## config.mk

```make
export PLATFORM = sky130hd
export DESIGN_NAME = alu_issue_ctrl
export DESIGN_NICKNAME = d
export VERILOG_FILES = /design/src/rtl/alu_issue_ctrl.sv
export SDC_FILE = /design/constraint.sdc
export NUM_CORES = 1
export LEC_CHECK = 0
export CAP_MARGIN = 30
export CORE_ASPECT_RATIO = 2
export CORE_MARGIN = 4
export CORE_UTILIZATION = 30
export DETAILED_ROUTE_END_ITERATION = 6
export PLACE_DENSITY_LB_ADDON = 0.08
export SLEW_MARGIN = 15
export SYNTH_ARGS = -nofsm -noshare
export SYNTH_HDL_FRONTEND = slang
export SYNTH_SLANG_ARGS = --single-unit
```

## constraint.sdc

```tcl
create_clock -name clk -period 2.3 [get_ports clk]
set_clock_uncertainty 0.05 [all_clocks]
set_input_delay 0.69 -clock clk [delete_from_list [all_inputs] [get_ports clk]]
set_output_delay 0.69 -clock clk [all_outputs]
set_load 0.005 [all_outputs]
```

## src/rtl/alu_issue_ctrl.sv

```systemverilog
// Issue controller for an external 32-bit combinational ALU: decodes MIPS-style
// commands, drives the ALU from registers, and returns a registered response.
// Optional SLT support is enabled by defining ALU_ISSUE_SLT_EN.
module alu_issue_ctrl #(
  parameter int unsigned WIDTH = 32
) (
  input  logic             clk,
  input  logic             rst_n,
  input  logic             req_valid,
  output logic             req_ready,
  input  logic [1:0]       req_aluop,
  input  logic [5:0]       req_funct,
  input  logic [WIDTH-1:0] req_a,
  input  logic [WIDTH-1:0] req_b,
  output logic [WIDTH-1:0] alu_a,
  output logic [WIDTH-1:0] alu_b,
  output logic             alu_binvert,
  output logic             alu_carryin,
  output logic [1:0]       alu_operation,
  input  logic [WIDTH-1:0] alu_result,
  input  logic             alu_carryout,
  input  logic             alu_zero,
  output logic             rsp_valid,
  input  logic             rsp_ready,
  output logic [WIDTH-1:0] rsp_result,
  output logic             rsp_carry,
  output logic             rsp_zero,
  output logic             rsp_ovf,
  output logic             rsp_err
);

  typedef enum logic [1:0] {IDLE, EXEC, RESP} state_t;
  typedef enum logic [1:0] {K_ARITH, K_LOGIC, K_SLT, K_ILL} kind_t;

  state_t state;
  kind_t  kind;
  kind_t  d_kind;
  logic       d_binvert;
  logic       d_carryin;
  logic [1:0] d_op;

  always_comb begin
    d_kind    = K_ILL;
    d_binvert = 1'b0;
    d_carryin = 1'b0;
    d_op      = 2'b00;
    case (req_aluop)
      2'b00: begin
        d_kind = K_ARITH;
        d_op   = 2'b10;
      end
      2'b01: begin
        d_kind    = K_ARITH;
        d_op      = 2'b10;
        d_binvert = 1'b1;
        d_carryin = 1'b1;
      end
      2'b10: begin
        case (req_funct)
          6'b100000: begin
            d_kind = K_ARITH;
            d_op   = 2'b10;
          end
          6'b100010: begin
            d_kind    = K_ARITH;
            d_op      = 2'b10;
            d_binvert = 1'b1;
            d_carryin = 1'b1;
          end
          6'b100100: d_kind = K_LOGIC;
          6'b100101: begin
            d_kind = K_LOGIC;
            d_op   = 2'b01;
          end
`ifdef ALU_ISSUE_SLT_EN
          6'b101010: begin
            d_kind    = K_SLT;
            d_op      = 2'b10;
            d_binvert = 1'b1;
            d_carryin = 1'b1;
          end
`endif
          default: ;
        endcase
      end
      default: ;
    endcase
  end

  logic             ovf_c;
  logic             slt_bit;
  logic [WIDTH-1:0] n_result;
  logic             n_carry;
  logic             n_zero;
  logic             n_ovf;
  logic             n_err;

  // Overflow uses the registered operands, i.e. exactly what the ALU saw.
  always_comb begin
    ovf_c    = (alu_a[WIDTH-1] == (alu_b[WIDTH-1] ^ alu_binvert)) &&
               (alu_result[WIDTH-1] != alu_a[WIDTH-1]);
    slt_bit  = alu_result[WIDTH-1] ^ ovf_c;
    n_result = '0;
    n_carry  = 1'b0;
    n_zero   = 1'b0;
    n_ovf    = 1'b0;
    n_err    = 1'b0;
    case (kind)
      K_ARITH: begin
        n_result = alu_result;
        n_carry  = alu_carryout;
        n_zero   = alu_zero;
        n_ovf    = ovf_c;
      end
      K_LOGIC: begin
        n_result = alu_result;
        n_zero   = alu_zero;
      end
      K_SLT: begin
        n_result = {{(WIDTH-1){1'b0}}, slt_bit};
        n_zero   = ~slt_bit;
      end
      K_ILL: n_err = 1'b1;
    endcase
  end

  always_ff @(posedge clk) begin
    if (!rst_n) begin
      state         <= IDLE;
      kind          <= K_ILL;
      req_ready     <= 1'b1;
      alu_a         <= '0;
      alu_b         <= '0;
      alu_binvert   <= 1'b0;
      alu_carryin   <= 1'b0;
      alu_operation <= 2'b00;
      rsp_valid     <= 1'b0;
      rsp_result    <= '0;
      rsp_carry     <= 1'b0;
      rsp_zero      <= 1'b0;
      rsp_ovf       <= 1'b0;
      rsp_err       <= 1'b0;
    end else begin
      case (state)
        IDLE: begin
          if (req_valid) begin
            kind          <= d_kind;
            alu_a         <= (d_kind == K_ILL) ? '0 : req_a;
            alu_b         <= (d_kind == K_ILL) ? '0 : req_b;
            alu_binvert   <= d_binvert;
            alu_carryin   <= d_carryin;
            alu_operation <= d_op;
            req_ready     <= 1'b0;
            state         <= EXEC;
          end
        end
        EXEC: begin
          rsp_result <= n_result;
          rsp_carry  <= n_carry;
          rsp_zero   <= n_zero;
          rsp_ovf    <= n_ovf;
          rsp_err    <= n_err;
          rsp_valid  <= 1'b1;
          state      <= RESP;
        end
        RESP: begin
          if (rsp_ready) begin
            rsp_valid <= 1'b0;
            req_ready <= 1'b1;
            state     <= IDLE;
          end
        end
        default: state <= IDLE;
      endcase
    end
  end

endmodule

```

Word-level counts from Yosys, hierarchy flattened. Index checks and enable logic that the tools add are counted. W data, S select, Z words.

Shift operators: 0. Muxes and demuxes: 21. Equal/unequal tests: 16. Reductions and logical operators: 14. $add $sub $neg: 0. $mul: 0. Bitwise operators: 3. Order comparisons: 0. Div/mod/pow operators: 0.

Operator list (number): $mux W32 (2); $pmux W32 S2 (1); $eq A6 B6 Y1 const B (4); $pmux W2 S2 (4); $eq A2 B2 Y1 const B (5); $pmux W1 S2 (4); $reduce_or A2 Y1 (4); $mux W1 (7); $eq A2 B1 Y1 const B (3); $logic_not A2 Y1 (3); $pmux W2 S3 (1); $reduce_and A2 Y1 (3); $mux W2 (2); $ne A2 B2 Y1 const B (2); $reduce_bool A2 Y1 (2); $reduce_and A3 Y1 (1); $xor A1 B1 Y1 (2); $eq A1 B1 Y1 (1); $logic_and A1 B1 Y1 (1); $ne A1 B1 Y1 (1); $not A1 Y1 (1).

Memories kept: 0. Word-level logic and storage cells: 67. Output and inout port bits: 106. Bits in registers: 109. ROM bits: 0. Memory bits (writable): 0. Bits in latches: 0.

Logic depth before layout (Yosys ltp). Gate-level depths: netlist of the first run.

Depth in word-level cells: 6. Gate-level depth with buffers: 8. Mapped depth without buffers: 6.

Least setup slack after synthesis of the first run. Ideal clock, no wire load.

Kind: in2reg. Start: in req_aluop[0]. End: reg alu_a[31]. Library setup time: 0.117 ns. Buffers on the path: 2. Slack: 0.137 ns. Arrival time: 1.996 ns. Stages on the path: 8. Path through: inv_1 ha_1 o21ba_2 o21ba_2 and2b_1 buf_6 buf_6 a22o_1.

Longest elaborated chain between the ends: 5. Elaborated cells between the ends (all ways): 7. Classes of those cells: eq/ne: 3; mux: 2; reduce/logical: 2.

Ends and longest elaborated chain: from (decl) (RTL line 11) `input logic [1:0] req_aluop,`; $eq A2 B1 Y1 / $logic_not A2 Y1 (equally long branches) (RTL line 47) `case (req_aluop)`; $reduce_or A2 Y1 (no line); $pmux W2 S2 * (RTL line 47); $eq A2 B2 Y1 * (RTL line 148) `alu_a <= (d_kind == K_ILL) ? '0 : req_a;`; $mux W32 * (RTL line 148); to (signal assigned) (RTL line 148); to (decl) (RTL line 15) `output logic [WIDTH-1:0] alu_a,`.

Every way passes the cells marked *; elsewhere a longest branch is shown, timed or not. A chain may end at the register's enable or synchronous reset.

Worst setup path in the final report of the first run.
Start: in req_funct[2]. End: reg alu_b[26].

Longest elaborated chain between the ends: 6. Elaborated cells between the ends (all ways): 10. Classes of those cells: eq/ne: 5; mux: 3; reduce/logical: 2.

Ends and longest elaborated chain: from (decl) (RTL line 12) `input logic [5:0] req_funct,`; $eq A6 B6 Y1 (RTL line 59) `case (req_funct)`; $reduce_or A2 Y1 (no line); $pmux W2 S2 * (RTL line 59); $pmux W2 S2 * (RTL line 47); $eq A2 B2 Y1 * (RTL line 149) `alu_b <= (d_kind == K_ILL) ? '0 : req_b;`; $mux W32 * (RTL line 149); to (signal assigned) (RTL line 149); to (decl) (RTL line 16) `output logic [WIDTH-1:0] alu_b,`.

Marked as above.

==> key figures, run 1 <==
Drt
  – # DRC: 0
  – WL final: 12,780 um
  – Vias: 3,517
  – WL/cell: 17.36 um
  – ANT nets after route: 0
  – Vias per cell: 4.779
  – First-pass DRT Iterations: 4
  – Initial drt markers: 117

STA
  – Final period util: 97.47%
  – Slew Limit Fails: 0
  – Worst setup margin: 58.30 ps
  – Minimum clock period: 2242 ps
  – RSZ-0062 raised after global routing: true
  – Final Hold Viols: 0
  – Slew at the pin with the worst max-slew slack: 479.2 ps
  – Hold WS: 411.1 ps
  – Setup_tns: 0 ps
  – Slew HR: 68.02%
  – Fmax achieved: 0.4461 GHz
  – Final setup fails: 0

Finish
  – Inserted Diodes: 0
  – Layout cells sized above 1: 7.509%
  – Nets: 695
  – Filler cells: 1,177
  – Syn-to-layout area delta: 69.90%
  – Final Non-Filler Cells: 736

Place
  – IO buf count: 215
  – DP HPWL: 9204 um
  – Worst slack, placed: -512.5 ps
  – Final GP Congestion: 0.7339
  – Cell count after placement: 717

Synth
  – Syn_area_per_cell: 10.61 um2
  – Netlist cell types: 38
  – Ys flop type: dfxtp_1
  – Ys Warns: 0
  – Post-Syn Area: 0.003882 mm2
  – Register area share after synthesis: 56.20%
  – Post-Synthesis Cells: 366
  – Post-synth EDFFs: 0
  – Synth Net Count: 480
  – Async SR Flop Fraction: 0%
  – Yosys reg bits: 109

Setup path
  – Critical path data arrival time: 2480 ps
  – Worst Setup Start Kind: input pin
  – Worst Path Max Fanout: 16
  – CP Data Required Time: 2540 ps
  – Slowest stage delay, CP: 500 ps
  – CP Capture Type: register
  – Crit Path Category: input pin to register
  – Cells along the critical path: clkdlybuf4s50_1, mux2_4, o21ba_2, and2b_4, bufbuf_16, a22o_1
  – Slowest-stage cell, CP: clkdlybuf4s50_1

Floorplan
  – Initial Util: 30.75%
  – Row Count: 58
  – Die area: 0.01494 mm2
  – Chip Height: 168.9 um
  – Die width: 88.44 um
  – Core area: 0.01263 mm2
  – Ports: 216

GRT
  – Initial antenna violation count: 0
  – Number of global-route vias before repair: 3,829
  – GRT Overall Usage: 17.38%
  – Largest net degree at the start of global routing: 48
  – First-pass GRT wire length: 19,800 um
  – Grt total ovfl: 0

Power
  – Peak supply drop: 345.8 uV
  – Leak Pwr: 0.002423 uW
  – Final Total Pwr: 4156 uW
  – P per Cell Area: 630.1 mW/mm2

CTS
  – CTS tree: done
  – CTS Hold Bufs: 0
  – Total clock sinks: 109
  – Clk_lat worst skew: 340 ps
  – # H-tree levels: 3
  – CTS max path bufs: 2
  – CTS clk-pin slew, worst paths: 70 ps
  – CTS Root Cell: clkbuf_16
  – Total CTS buffers: 9

Status
  – Status: finished, final reports clean

Flow run
  – Max Cap Viol: 0

Min path
  – Worst min-delay path class: register to register
## layout make-up
cell class                      instances  area (um2)  area share, %
Clock inverter                          6       68.82          1.043
Tap cell                              150       187.7          2.845
Multi-Input combinational cell        221        1518          23.01
Inverter                                5       18.77         0.2845
Timing Repair Buffer                  235        2382          36.12
Sequential cell                       109        2182          33.08
Clock buffer                           10       239.0          3.623
## routing by layer
| metal | share of wire [%] | track usage, % | vias to the layer above |
|---|---|---|---|
| li1 | - | - | 1745 |
| met1 | 37 | 18.33 | 1599 |
| met4 | 3.7 | 8.553 | 0 |
| met2 | 52 | 30.65 | 147 |
| met3 | 7.0 | 4.920 | 26 |
| met5 | 0 | 0 | - |
## power by group
group | total (uW) | switching (uW) | internal (uW) | leakage, uW
Clock | 1590 | 711 | 883 | 0.000149
Combinational | 573 | 205 | 368 | 0.00139
Sequential | 1990 | 40.4 | 1950 | 0.000884
## final timing paths
kind / startpoint / cells past startpoint / end / slack (ps)
max: req_funct[2] / 6 / alu_b[26] / 60
min: rsp_result[23] / 2 / rsp_result[23] / 410
max reg2reg: state[1] / 6 / alu_a[26] / 670
min reg2reg: rsp_result[23] / 2 / rsp_result[23] / 410
## cells by family (layout without fill, tap and decap cells)
group                      after synthesis  count (layout)  synth area share [%]
and+or+nand+nor                         94              94                 12.05
AOI/OAI and AO/OA                      119             119                 24.30
adders and majority gates                5               5                 1.547
buffers and inverters                   36             256                 5.124
DFF                                    109             109                 56.20
xor gates and xnor gates                 1               1                0.2256
muxes                                    2               2                0.5478
## critical path: cells and delay by family
family | cells | cell delay [ps]
buffers and inverters | 2 | 810
multiplexers | 1 | 310
AND/OR/NAND/NOR | 1 | 310
AO/OA/AOI/OAI | 2 | 340
## cells in the final DEF, fill, tap and decap left out, types with 2 or more instances in the layout
cell,n
clkdlybuf4s50_1,213
dfxtp_1,109
a22o_1,64
nand2_1,35
nand3_1,34
a21boi_0,33
buf_4,15
clkbuf_16,9
o21ai_0,7
a21oi_1,7
inv_1,4
nor2_1,4
ha_1,4
nor3b_1,3
nor3_1,3
nor2b_1,3
buf_12,3
o21ba_2,2
nand2b_1,2
a221oi_1,2
inv_6,2
dlygate4sd2_1,2
## stage by stage
| stage | cell area (um2) | utilization (%) |
|---|---|---|
| 6_report | 6596 | 52.24 |
| 5_1_grt | 6596 | 52.24 |
| 4_1_cts | 6585 | 52.15 |
| 3_5_place_dp | 6218 | 49.25 |
| 3_3_place_gp | 6218 | 49.25 |
| 2_1_floorplan | 3882 | - |
## sequential cells by signal, indices dropped and copies added, names as in the netlist
register and flops:
alu_carryin 1, rsp_zero 1, alu_b 32, rsp_ovf 1, req_ready 1, rsp_valid 1
rsp_result 32, alu_operation 2, rsp_carry 1, rsp_err 1, kind 2, alu_a 32
state 2
## Yosys cell counts (4+ instances only)
| master | n | area share, % |
|---|---|---|
| buf_6 | 7 | 2.0 |
| nor2b_1 | 4 | 0.64 |
| dfxtp_1 | 109 | 56 |
| o21ai_0 | 7 | 0.90 |
| clkbuf_1 | 16 | 1.5 |
| a21boi_0 | 33 | 6.4 |
| a22o_1 | 64 | 14 |
| ha_1 | 4 | 1.3 |
| nand3_1 | 34 | 4.4 |
| nand2_1 | 35 | 3.4 |
| a21oi_1 | 7 | 0.90 |
| inv_1 | 4 | 0.39 |
| nor2_1 | 5 | 0.48 |
## what timing repair did
action,CTS,global route
pin swaps,0,0
gates resized for setup,4,1
endpoints found under the setup margin,64,16
setup buffers,0,1
cloned,2,0
Note: power is estimated with default switching activity, not from simulation.
==> inputs of run 2 (changes only) <==
CORE_MARGIN = 5   (was 4)
==> run 2 against run 1 <==
  * Fmax up 1.7%
  * First-iteration DRC count is 25% lower
  * Utilization decreased by 0.23 points
  * Count of clock-buffer cells in the layout unchanged
  * Power decreased by 0.71%
  * Clock power hardly changed
  * Register-to-register slack better by 60 ps
  * Design area fell by 0.44%
  * Critical endpoint is now alu_a[17]
==> key figures, run 2 (synthesis results as in run 1) <==
Floorplan
  – Die area: 0.01545 mm2 (was 0.01494 mm2)
  – Chip Height: 170.9 um (was 168.9 um)
  – Die width: 90.44 um (was 88.44 um)
  – Initial Util: 30.75% (unchanged)
  – Ports: 216 (unchanged)
  – Core area: 0.01263 mm2 (unchanged)
  – Row Count: 58 (unchanged)

CTS
  – # H-tree levels: 3 (unchanged)
  – CTS clk-pin slew, worst paths: 80 ps (was 70 ps)
  – CTS Hold Bufs: 0 (unchanged)
  – Clk_lat worst skew: 340 ps (about the same)
  – CTS Root Cell: clkbuf_16 (unchanged)
  – Total CTS buffers: 9 (unchanged)
  – CTS tree: done (unchanged)
  – CTS max path bufs: 2 (unchanged)
  – Total clock sinks: 109 (unchanged)

Setup path
  – Crit Path Category: input pin to register (unchanged)
  – Slowest stage delay, CP: 490 ps (was 500 ps)
  – Critical path data arrival time: 2450 ps (was 2480 ps)
  – CP Capture Type: register (unchanged)
  – Slowest-stage cell, CP: clkdlybuf4s50_1 (unchanged)
  – CP Data Required Time: 2540 ps (about the same)
  – Worst Setup Start Kind: input pin (unchanged)
  – Worst Path Buf+Inv: 2 (unchanged)
  – CP delay by family, top: buffers and inverters (unchanged)
  – Worst Path Max Fanout: 27 (was 16)
  – Cells along the critical path: clkdlybuf4s50_1, mux2_2, o21ba_2, and2b_4, buf_12, a22o_1 (was clkdlybuf4s50_1, mux2_4, o21ba_2, and2b_4, bufbuf_16, a22o_1)

GRT
  – Grt total ovfl: 0 (unchanged)
  – Largest net degree at the start of global routing: 44 (was 48)
  – Initial antenna violation count: 0 (unchanged)
  – GRT Overall Usage: 16.15% (was 17.38%)
  – Number of global-route vias before repair: 3,715 (was 3,829)
  – First-pass GRT wire length: 19,880 um (was 19,800 um)

Finish
  – Most frequent cells in the layout: 213 x clkdlybuf4s50_1, 109 x dfxtp_1, 64 x a22o_1 (unchanged)
  – Syn-to-layout area delta: 69.16% (was 69.90%)
  – Layout cells sized above 1: 7.179% (was 7.509%)
  – Nets: 694 (was 695)
  – Most common library cell in the layout ignoring fill and taps: clkdlybuf4s50_1 (unchanged)
  – Filler cells: 1,199 (was 1,177)
  – Inserted Diodes: 0 (unchanged)
  – Regs by FF count: alu_a (32), alu_b (32), rsp_result (32) (unchanged)

STA
  – Final period util: 95.86% (was 97.47%)
  – Worst setup margin: 95.28 ps (was 58.30 ps)
  – Final Hold Viols: 0 (unchanged)
  – Hold WS: 410.1 ps (was 411.1 ps)
  – Slew at the pin with the worst max-slew slack: 523.3 ps (was 479.2 ps)
  – Minimum clock period: 2205 ps (was 2242 ps)
  – Final setup fails: 0 (unchanged)
  – Fmax achieved: 0.4536 GHz (was 0.4461 GHz)
  – Slew Limit Fails: 0 (unchanged)
  – Slew HR: 65.11% (was 68.02%)
  – RSZ-0062 raised after global routing: false (was true)

Drt
  – WL final: 12,820 um (was 12,780 um)
  – Initial drt markers: 88 (was 117)
  – # DRC: 0 (unchanged)
  – First-pass DRT Iterations: 4 (unchanged)
  – Vias: 3,546 (was 3,517)
  – WL/cell: 17.44 um (was 17.36 um)
  – ANT nets after route: 0 (unchanged)
  – Vias per cell: 4.824 (was 4.779)

Place
  – DP HPWL: 9466 um (was 9204 um)
  – Final GP Congestion: 0.6954 (was 0.7339)
  – Worst slack, placed: -506.8 ps (was -512.5 ps)
  – IO buf count: 215 (unchanged)

Power
  – P per Cell Area: 628.4 mW/mm2 (was 630.1 mW/mm2)
  – Peak supply drop: 356.1 uV (was 345.8 uV)
  – Leak Pwr: 0.002410 uW (was 0.002423 uW)

Flow run
  – Max Cap Viol: 0 (unchanged)

Min path
  – Worst min-delay path class: register to register (unchanged)

Status
  – Status: finished, final reports clean (unchanged)
[run 2: worst paths after layout]
| check | startpoint | endpoint | slack (ps) | cells past startpoint |
|---|---|---|---|---|
| max reg2reg | state[0] | rsp_result[0] | 730 | 4 |
| max | req_funct[2] | alu_a[17] | 100 | 6 |
| min reg2reg | rsp_result[7] | rsp_result[7] | 410 | 2 |
| min | rsp_result[7] | rsp_result[7] | 410 | 2 |
[run 2: report_power, final]
part	switching [uW]	internal [uW]	total (uW)
Combinational	203	367	570
Clock	712	856	1570
Sequential	39.9	1950	1990
[run 2: per-layer routing]
| metal | share of wire [%] | track usage [%] | vias to the layer above |
|---|---|---|---|
| met5 | 0 | 0 | - |
| met4 | 2.8 | 6.999 | 0 |
| met3 | 7.5 | 5.807 | 19 |
| met2 | 53 | 28.99 | 151 |
| met1 | 37 | 16.81 | 1632 |
| li1 | - | - | 1744 |
[run 2: timing repair]
action | CTS | global route
endpoints found under the setup margin | 64 | 0
hold endpoints to repair | 0 | 0
setup buffers | 0 | 0
gates resized for setup | 5 | 0
[run 2: stage by stage]
stage          total power, uW  cell area [um2]  utilization (%)  setup TNS, ps  std cells
4_1_cts                   4192             6568            52.01              0        735
3_5_place_dp              2602             6238            49.41         -31650        718
2_1_floorplan             2217             3882                -              0        366
5_1_grt                   4310             6568            52.01              0        735
3_3_place_gp              2598             6238            49.41         -30200        718
6_report                  4127             6568            52.01              0        735
[run 2: worst min-delay path, cell delays in order (launching register included)]
cell and delay [ps]:
dfxtp_1 310, nand2_1 50, a21boi_0 60
[run 2: layout make-up]
type | count | area, um2 | share of cell area, %
repair buffers | 234 | 2366 | 36.03
multi-input cells | 221 | 1514 | 23.05
well taps | 150 | 187.7 | 2.858
inverters | 5 | 18.77 | 0.2858
flip-flops and latches | 109 | 2182 | 33.23
clock inverters | 6 | 70.07 | 1.067
clock buffers | 10 | 229.0 | 3.486
